## config.mk

```make
export PLATFORM = sky130hd
export DESIGN_NAME = vx_barrier_unit
export DESIGN_NICKNAME = d
export VERILOG_FILES = /design/src/rtl/vx_barrier_unit_pkg.sv /design/src/rtl/vx_barrier_unit_prio_enc.sv /design/src/rtl/vx_barrier_unit.sv
export SDC_FILE = /design/constraint.sdc
export NUM_CORES = 1
export LEC_CHECK = 0
export BUFFER_PORTS_ARGS = -buffer_cell sky130_fd_sc_hd__buf_4
export CAP_MARGIN = 10
export CORE_ASPECT_RATIO = 2
export CORE_MARGIN = 3
export CORE_UTILIZATION = 55
export DETAILED_ROUTE_END_ITERATION = 12
export PLACE_DENSITY = 0.86
export SLEW_MARGIN = 20
export SYNTH_ARGS = -nofsm -noshare
export SYNTH_HDL_FRONTEND = slang
export SYNTH_SLANG_ARGS = --single-unit
export TNS_END_PERCENT = 100
```

## constraint.sdc

```tcl
create_clock -name clk -period 3.9 [get_ports clk]
set_clock_uncertainty 0.1 [all_clocks]
set_input_delay 0.78 -clock clk [delete_from_list [all_inputs] [get_ports clk]]
set_output_delay 0.78 -clock clk [all_outputs]
set_load 0.005 [all_outputs]
```

## src/rtl/vx_barrier_unit_pkg.sv

```systemverilog
`default_nettype none
// ============================================================================
// Module      : vx_barrier_unit_pkg
// Description : Shared types and default sizing for the core barrier unit.
// Revision    : 1.0 - initial release
// ============================================================================
package vx_barrier_unit_pkg;

    localparam int c_num_warps_def    = 8;
    localparam int c_num_barriers_def = 4;
    localparam int c_num_cores_def    = 4;
    localparam int c_nw_width_def     = $clog2(c_num_warps_def);
    localparam int c_nb_width_def     = $clog2(c_num_barriers_def);
    localparam int c_nc_width_def     = $clog2(c_num_cores_def);
    localparam int c_gsize_w_def      = (c_nw_width_def > c_nc_width_def) ? c_nw_width_def : c_nc_width_def;

    typedef enum logic [1:0] {
        BAR_IDLE  = 2'd0,
        BAR_COUNT = 2'd1,
        BAR_GSEND = 2'd2,
        BAR_GWAIT = 2'd3
    } bar_state_e;

    typedef struct packed {
        logic [c_nb_width_def-1:0] id;
        logic [c_gsize_w_def-1:0]  size_m1;
    } gbar_req_t;

    typedef struct packed {
        logic [c_nb_width_def-1:0] id;
    } gbar_rsp_t;

endpackage
`default_nettype wire

```

## src/rtl/vx_barrier_unit_prio_enc.sv

```systemverilog
`default_nettype none
// ============================================================================
// Module      : vx_barrier_unit_prio_enc
// Description : Lowest-index-wins priority encoder.
// Revision    : 1.0 - initial release
// ============================================================================
module vx_barrier_unit_prio_enc #(
    parameter int N     = 4,
    parameter int IDX_W = 2
) (
    input  logic [N-1:0]     req,
    output logic [IDX_W-1:0] idx,
    output logic             valid
);

    always_comb begin
        idx   = '0;
        valid = 1'b0;
        for (int i = N - 1; i >= 0; i--) begin
            if (req[i]) begin
                idx   = IDX_W'(i);
                valid = 1'b1;
            end
        end
    end

endmodule
`default_nettype wire

```

## src/rtl/vx_barrier_unit.sv

```systemverilog
`default_nettype none
// ============================================================================
// Module      : vx_barrier_unit
// Description : Per-id barrier table: parks arriving warps, releases them on
//               local completion or on the cluster global-barrier response.
// Revision    : 1.0 - initial release
// ============================================================================
module vx_barrier_unit
    import vx_barrier_unit_pkg::*;
#(
    parameter int NUM_WARPS    = c_num_warps_def,
    parameter int NUM_BARRIERS = c_num_barriers_def,
    parameter int GSIZE_W      = c_gsize_w_def,
    parameter int NW_WIDTH     = $clog2(NUM_WARPS),
    parameter int NB_WIDTH     = $clog2(NUM_BARRIERS)
) (
    input  logic                 clk,
    input  logic                 reset,
    input  logic                 req_valid,
    input  logic [NW_WIDTH-1:0]  req_wid,
    input  logic [NB_WIDTH-1:0]  req_id,
    input  logic                 req_is_global,
    input  logic [GSIZE_W-1:0]   req_size_m1,
    input  logic [NUM_WARPS-1:0] active_wmask,
    output logic [NUM_WARPS-1:0] stall_mask,
    output logic                 release_valid,
    output logic [NUM_WARPS-1:0] release_mask,
    output logic                 gbar_req_valid,
    output logic [NB_WIDTH-1:0]  gbar_req_id,
    output logic [GSIZE_W-1:0]   gbar_req_size_m1,
    input  logic                 gbar_req_ready,
    input  logic                 gbar_rsp_valid,
    input  logic [NB_WIDTH-1:0]  gbar_rsp_id
);

    bar_state_e           r_state   [NUM_BARRIERS];
    logic [NW_WIDTH-1:0]  r_count   [NUM_BARRIERS];
    logic [NUM_WARPS-1:0] r_mask    [NUM_BARRIERS];
    logic [GSIZE_W-1:0]   r_size_m1 [NUM_BARRIERS];
    logic                 r_global  [NUM_BARRIERS];

    logic [NUM_WARPS-1:0] r_stall_mask;
    logic                 r_release_valid;
    logic [NUM_WARPS-1:0] r_release_mask;
    logic                 r_gbar_valid;
    logic [NB_WIDTH-1:0]  r_gbar_id;
    logic [GSIZE_W-1:0]   r_gbar_size_m1;

    logic [NUM_WARPS-1:0]    w_req_bit;
    logic [NUM_WARPS-1:0]    w_nmask;
    logic                    w_req_legal;
    logic                    w_local_done;
    logic                    w_global_full;
    logic                    w_rsp_hit;
    logic                    w_gbar_fire;
    logic [NUM_WARPS-1:0]    w_arrive;
    logic [NUM_WARPS-1:0]    w_rel_mask;
    logic [NUM_BARRIERS-1:0] w_gsend_vec;
    logic [NB_WIDTH-1:0]     w_enc_idx;
    logic                    w_enc_valid;

    assign w_req_bit = NUM_WARPS'(1) << req_wid;
    assign w_nmask   = r_mask[req_id] | w_req_bit;

    // An entry accepts arrivals only while idle or counting arrivals of the same kind.
    assign w_req_legal = req_valid
                      && ((r_state[req_id] == BAR_IDLE)
                       || ((r_state[req_id] == BAR_COUNT) && (r_global[req_id] == req_is_global)));

    assign w_local_done  = w_req_legal && !req_is_global
                        && (r_count[req_id] == req_size_m1[NW_WIDTH-1:0]);
    assign w_global_full = w_req_legal && req_is_global && (w_nmask == active_wmask);
    assign w_rsp_hit     = gbar_rsp_valid && (r_state[gbar_rsp_id] == BAR_GWAIT);
    assign w_gbar_fire   = r_gbar_valid && gbar_req_ready;

    assign w_arrive   = w_req_legal ? w_req_bit : '0;
    assign w_rel_mask = (w_local_done ? w_nmask : '0)
                      | (w_rsp_hit ? r_mask[gbar_rsp_id] : '0);

    generate
        for (genvar b = 0; b < NUM_BARRIERS; b++) begin : g_gsend
            assign w_gsend_vec[b] = (r_state[b] == BAR_GSEND);
        end
    endgenerate

    vx_barrier_unit_prio_enc #(
        .N     (NUM_BARRIERS),
        .IDX_W (NB_WIDTH)
    ) u_gsend_sel (
        .req   (w_gsend_vec),
        .idx   (w_enc_idx),
        .valid (w_enc_valid)
    );

    always_ff @(posedge clk) begin
        if (!reset) begin
            for (int b = 0; b < NUM_BARRIERS; b++) begin
                r_state[b]   <= BAR_IDLE;
                r_count[b]   <= '0;
                r_mask[b]    <= '0;
                r_size_m1[b] <= '0;
                r_global[b]  <= 1'b0;
            end
            r_stall_mask    <= '0;
            r_release_valid <= 1'b0;
            r_release_mask  <= '0;
            r_gbar_valid    <= 1'b0;
            r_gbar_id       <= '0;
            r_gbar_size_m1  <= '0;
        end else begin
            r_stall_mask    <= (r_stall_mask | w_arrive) & ~w_rel_mask;
            r_release_valid <= |w_rel_mask;
            r_release_mask  <= w_rel_mask;

            if (w_req_legal) begin
                if (req_is_global) begin
                    r_mask[req_id]    <= w_nmask;
                    r_global[req_id]  <= 1'b1;
                    r_size_m1[req_id] <= req_size_m1;
                    r_state[req_id]   <= w_global_full ? BAR_GSEND : BAR_COUNT;
                end else if (w_local_done) begin
                    r_state[req_id]  <= BAR_IDLE;
                    r_count[req_id]  <= '0;
                    r_mask[req_id]   <= '0;
                    r_global[req_id] <= 1'b0;
                end else begin
                    r_state[req_id]  <= BAR_COUNT;
                    r_count[req_id]  <= r_count[req_id] + 1'b1;
                    r_mask[req_id]   <= w_nmask;
                    r_global[req_id] <= 1'b0;
                end
            end

            // A GWAIT entry can never also be the target of a legal request.
            if (w_rsp_hit) begin
                r_state[gbar_rsp_id]  <= BAR_IDLE;
                r_count[gbar_rsp_id]  <= '0;
                r_mask[gbar_rsp_id]   <= '0;
                r_global[gbar_rsp_id] <= 1'b0;
            end

            if (w_gbar_fire) begin
                r_state[r_gbar_id] <= BAR_GWAIT;
                r_gbar_valid       <= 1'b0;
            end else if (!r_gbar_valid && w_enc_valid) begin
                r_gbar_valid   <= 1'b1;
                r_gbar_id      <= w_enc_idx;
                r_gbar_size_m1 <= r_size_m1[w_enc_idx];
            end
        end
    end

    assign stall_mask       = r_stall_mask;
    assign release_valid    = r_release_valid;
    assign release_mask     = r_release_mask;
    assign gbar_req_valid   = r_gbar_valid;
    assign gbar_req_id      = r_gbar_id;
    assign gbar_req_size_m1 = r_gbar_size_m1;

    a_no_restall : assert property (@(posedge clk) disable iff (!reset)
        req_valid |-> !r_stall_mask[req_wid]);

    a_legal_entry : assert property (@(posedge clk) disable iff (!reset)
        req_valid |-> w_req_legal);

    a_local_size : assert property (@(posedge clk) disable iff (!reset)
        (req_valid && !req_is_global) |-> ({1'b0, req_size_m1} < (GSIZE_W + 1)'(NUM_WARPS)));

endmodule
`default_nettype wire

```

== Word level (Yosys, flattened, before mapping) ==
Memories as Yosys holds them, arrays and structs flattened. A register that Yosys moved wholly into a read port is not among the register bits.
Cells that the tools add are included.
Cells by class
  add/subtract/negate cells: 1
  $mul: 0
  div/mod/pow operators: 0
  magnitude comparators: 0
  equality and inequality tests: 9
  shift operators: 1
  multiplexer cells: 70
  bitwise operators: 14
  reduce and logical (&&, ||, !) cells: 27
Operators by type and width (number)
  $mux W8: 7
  $mux W2: 20
  $mux W1: 39
  $or A8 B8 Y8: 3
  $reduce_or A8 Y1: 3
  $mux W3: 4
  $eq A2 B2 Y1 const B: 5
  $logic_and A1 B1 Y1: 9
  $reduce_or A3 Y1: 3
  $and A8 B8 Y8: 1
  $eq A8 B8 Y1: 1
  $not A8 Y8: 1
  $reduce_or A2 Y1: 4
  $shl A1 B3 Y8 const A: 1
  $or A1 B1 Y1: 7
  $add A3 B1 Y3 const B: 1
  $eq A3 B3 Y1: 1
  $logic_not A1 Y1: 3
  $eq A2 B1 Y1 const B: 1
  $logic_not A2 Y1: 1
  $not A1 Y1: 2
  $reduce_and A2 Y1: 1
  $reduce_or A1 Y1: 2
  $eq A1 B1 Y1: 1
  $logic_or A1 B1 Y1: 1
Word-level totals
  register bits after elaboration: 20
  latch bits: 0
  memory bits (writable): 68
  ROM bits: 0
  input port bits: 24
  output and inout port bits: 23
  logic and storage cells: 132
  memories: 5
Memory list
  r_mask: words 4, width 8, read ports 2, clocked after Yosys merged registers in 0, wr ports 4, RTL line vx_barrier_unit.sv:38  | logic [NUM_WARPS-1:0] r_mask [NUM_BARRIERS];
  r_count: words 4, width 3, read ports 1, clocked after Yosys merged registers in 0, wr ports 4, RTL line vx_barrier_unit.sv:37  | logic [NW_WIDTH-1:0] r_count [NUM_BARRIERS];
  r_size_m1: words 4, width 3, read ports 1, clocked after Yosys merged registers in 1, wr ports 4, RTL line vx_barrier_unit.sv:39  | logic [GSIZE_W-1:0] r_size_m1 [NUM_BARRIERS];
  r_state: words 4, width 2, read ports 6, clocked after Yosys merged registers in 0, wr ports 4, RTL line vx_barrier_unit.sv:36  | bar_state_e r_state [NUM_BARRIERS];
  r_global: words 4, width 1, read ports 1, clocked after Yosys merged registers in 0, wr ports 4, RTL line vx_barrier_unit.sv:40  | logic r_global [NUM_BARRIERS];

== Longest topological paths before layout ==
An unclocked memory read counts as a cell.
  depth in word-level cells: 16
  mapped depth: 9
  depth with buffers taken out: 6

== Hierarchy ==
A second synthesis with hierarchy kept.
Second synthesis, totals
  cells, all modules: 465
  area total of the unflattened synthesis: 4347.9 um2
Modules (own cells, without submodules)
  vx_barrier_unit: instances 1, cells an instance 458, area each 4312.9 um2, sequential area each 1941.9 um2
  vx_barrier_unit_prio_enc: instances 1, cells an instance 7, area each 35.0 um2, sequential area each 0.0 um2

== Least setup slack after synthesis ==
OpenSTA, ideal clock, no wires.
  path kind: input to register
  start: in req_is_global
  end: mem r_size_m1[0][0] in the netlist's numbering (enable)
  library setup time: 302 ps
  arrival time: 2372 ps
  data required time: 3498 ps
  setup slack: 1126 ps
  stages on the path: 8
  path buffers: 2
  cells stage by stage: buf_2 > xor2_1 > a211o_1 > a221o_1 > buf_2 > nor2_1 > nand2_1 > nand2_1
RTL lines
  start, declared: RTL line vx_barrier_unit.sv:22  | input logic req_is_global,
  end, declared: RTL line vx_barrier_unit.sv:39

== Worst setup path in the final report ==
  start: in req_id[0]
  end: reg r_release_mask[6], in the netlist release_mask[6]
Between the ends
  longest elaborated chain between the ends: 9
  elaborated cells between the ends (all ways): 16
  classes of those cells: eq/ne: 3; mux: 1; bitwise: 2; reduce/logical: 6; memory: 4
RTL lines
  start, declared: RTL line vx_barrier_unit.sv:21  | input logic [NB_WIDTH-1:0] req_id,
  $mem_v2 Z4 W2 / $mem_v2 Z4 W1 (equally long branches)
  $eq A2 B1 Y1 / $eq A1 B1 Y1 (equally long branches): RTL line vx_barrier_unit.sv:68  | || ((r_state[req_id] == BAR_COUNT) && (r_global[req_id] == req_is_global)));
  $logic_and A1 B1 Y1: RTL line vx_barrier_unit.sv:68
  $logic_or A1 B1 Y1: RTL line vx_barrier_unit.sv:68
  $logic_and A1 B1 Y1: RTL line vx_barrier_unit.sv:67  | && ((r_state[req_id] == BAR_IDLE)
  $logic_and A1 B1 Y1: RTL line vx_barrier_unit.sv:70  | assign w_local_done = w_req_legal && !req_is_global
  $logic_and A1 B1 Y1: RTL line vx_barrier_unit.sv:71  | && (r_count[req_id] == req_size_m1[NW_WIDTH-1:0]);
  $mux W8 *: RTL line vx_barrier_unit.sv:77  | assign w_rel_mask = (w_local_done ? w_nmask : '0)
  $or A8 B8 Y8 *: RTL line vx_barrier_unit.sv:78  | | (w_rsp_hit ? r_mask[gbar_rsp_id] : '0);
  end signal, assigned: RTL line vx_barrier_unit.sv:113  | r_release_mask <= w_rel_mask;
  end, declared: RTL line vx_barrier_unit.sv:44  | logic [NUM_WARPS-1:0] r_release_mask;
Mark *: on every way between the ends. The rest lies on a longest branch, timed or not.
A chain may end at the register's enable or synchronous reset.

==> results.yml <==
outcome:
  status: "finished, final reports clean"
layout:
  nets: 540
  syn2layout_area_growth_pct: 16.5
  antenna_cells: 0
  final_cell_area_mm2: 0.00521
  mostFrequentLayoutCell: "dfxtp_1"
  drive_gt1_share_pct: 19.4
  layout_common_cells: "dfxtp_1, buf_4, nand2_1"
place:
  place_congestion: 0.989
  dpl_cell_area_mm2: 0.00492
  dpl.hpwl_um: 9990
  port_buffers: 46
worst_setup_path:
  cpMostUsedCell: "buf_4"
  crit_fanout: 22
  worst_path_largest_cell_delay_ps: 610
  crit_family: "simple AND/OR/NAND/NOR gates"
  critical_path_arrival_ps: 3230
  end_kind: "flop"
  worst-setup-path-type: "in2reg"
  worst_setup_path_start_kind: "input port"
  crit_chain: "buf_4 -> mux4_2 -> xnor2_1 -> nand4_1 -> buf_4 -> or2_1 -> o21ai_0 -> and2_1"
  worst-path-buf-inv: 2
  crit_path_top_delay_cell: "mux4_2"
  cp_data_required_time_ps: 4100
power_and_ir_drop:
  leakage_uw: 0.00205
  peakVddDrop_mv: 0.354
  p_seq_share_pct: 48.7
  p_clk_share_pct: 41.5
  sw_frac_of_total_pct: 26.4
  p_per_area_mw_per_mm2: 387
  p_int_uw: 1480
  finalPower_uw: 2010
  switchingPower_uw: 532
  comb_power_share_pct: 9.8
yosys:
  synth_cells: 466
  yosysSeqAreaShare_pct: 43.4
  netlist_area_mm2: 0.00447
  ys_ff_latch: 91
  synth-async-reset-ratio_pct: 0
  synth_flop_cell: "dfxtp_1"
  synth.distinct_cells: 65
  synth_edf_count: 12
  yosysWarnings: 0
  syn_nets: 491
  synth_area_per_cell_um2: 9.59
global_routing:
  grt_overflow: 0
  track_usage_pct: 28.9
  grt_pass1_vias: 4074
  antenna_found_initial: 0
  grt_max_degree: 32
  grt_pass1_wl_um: 20700
floorplan:
  die_y_um: 133
  die_area_mm2: 0.00931
  initial_core_util_pct: 57.5
  io_pins: 47
  num_rows: 45
  dieWidth_um: 69.7
  core_mm2: 0.00777
detailed_routing:
  dr.pass1.iters: 6
  postRouteAntennaNets: 0
  drt_iter0_drc: 370
  via_count: 3983
  post-route-drc-count: 0
  wl_per_cell_um: 21.5
  via_per_inst: 6.49
  wirelength_um: 13200
timing:
  worstMarginPinSlew_ps: 886
  relSlewSlack_pct: 40.3
  finalSetupViolations: 0
  timing.final.crit_share_pct: 77.7
  min_period_ps: 3030
  finalHoldViolations: 0
  rsz0062_at_grt: "false"
  fin_tns_setup_ps: 0
  clock.fmax_ghz: 0.330
  drv_slew: 0
cts:
  clk_path_buf_depth: 2
  cts.clk_slew.worst_paths_ps: 70
  htreeDepth: 3
  root_buffer: "clkbuf_16"
  cts_tree: "built"
  clock-sinks: 91
  numCtsBuffers: 9
  cts_hold_buf: 0
  ctsResizeCount: 0
  clock_latency_ps: 350
  post-cts-setup-buffers: 0
min_path:
  min_path_type: "reg2reg"
job:
  maxCapViolations: 0
per-stage QoR:
step / setup WS [ps] / utilization, % / hold WS (ps) / std cells
global route: 765 / 67.0 / 394 / 614
finish: 871 / 67.0 / 363 / 614
detailed placement: 591 / 63.3 / 351 / 598
floorplan: 1130 / - / 334 / 466
CTS: 941 / 67.0 / 361 / 614
global placement: 604 / 63.3 / 345 / 598
synth_stat cells (all sizes together), types with 3 or more instances:
cell type | instances | share of area [%]
dfxtp | 79 | 35
nand2 | 50 | 4.2
o21ai | 39 | 4.4
mux2i | 33 | 7.4
nor2 | 29 | 2.4
a21oi | 23 | 3.1
and2 | 20 | 2.8
nor3 | 17 | 2.3
nand3 | 15 | 1.8
edfxtp | 12 | 8.1
inv | 11 | 0.92
mux4 | 11 | 5.6
buf | 10 | 1.2
xor2 | 10 | 2.0
o22ai | 9 | 1.3
xnor2 | 9 | 1.8
clkbuf | 8 | 0.67
nor2b | 8 | 1.1
o2bb2ai | 8 | 1.6
a31oi | 6 | 1.1
and3 | 6 | 0.84
nand2b | 5 | 0.70
a21o | 4 | 0.67
a221oi | 3 | 0.73
a22o | 3 | 0.59
nand4 | 3 | 0.42
or3 | 3 | 0.42
worst reg2reg max path, cell delays in order, from the launching register on:
cell and delay, ps:
dfxtp_1 330, xnor2_1 290, o22ai_1 180, a221o_1 560
nor2_1 380, nand3_1 430, o2bb2ai_1 270
sequential cells by signal (all words and copies together), names as in the netlist:
register / flops
r_size_m1: 12
stall_mask: 8
r_count: 12
r_state: 8
release_mask: 8
r_mask: 32
gbar_req_valid: 1
gbar_req_id: 2
release_valid: 1
gbar_req_size_m1: 3
r_global: 4
per-layer routing:
layer	part of all wire, %	global-route usage, %	vias up
met5	0	0	-
met4	6.9	19.2	0
met3	5.7	6.04	69
met2	55	53.9	213
met1	33	27.8	1881
li1	-	-	1820
path summary, 6_finish.rpt:
kind	start	slack (ps)	endpoint	cells past startpoint
worst max register to register	r_global[1]	1280	r_mask[2][6]	6
worst max-delay path	req_id[0]	870	release_mask[6]	8
worst min-delay path	r_global[0]	360	r_global[0]	2
worst min register to register	r_global[0]	360	r_global[0]	2
power by group through the flow:
stage | Clock (uW) | Sequential [uW] | Combinational (uW)
floorplan | 0 | 997 | 118
global placement | 0 | 1000 | 189
detailed placement | 0 | 1000 | 192
CTS | 839 | 980 | 193
global route | 870 | 982 | 211
finish | 835 | 981 | 197
layout make-up:
type	instances	area (um^2)
Clock buffer	9	225
Clock inverter	7	58.8
Fill cell	653	2560
Inverter	11	41.3
Multi-Input combinational cell	346	2400
Sequential cell	91	1940
Tap cell	94	118
Timing Repair Buffer	56	420
kinds of logic after synthesis:
logic type | synth area share [%]
buf+inv | 2.83
flops | 43.4
xor+xnor | 3.72
simple gates | 18.6
fa+ha+maj | 0.280
mux | 13.5
compound gates | 17.6
Note: power is estimated with default switching activity, not from simulation.
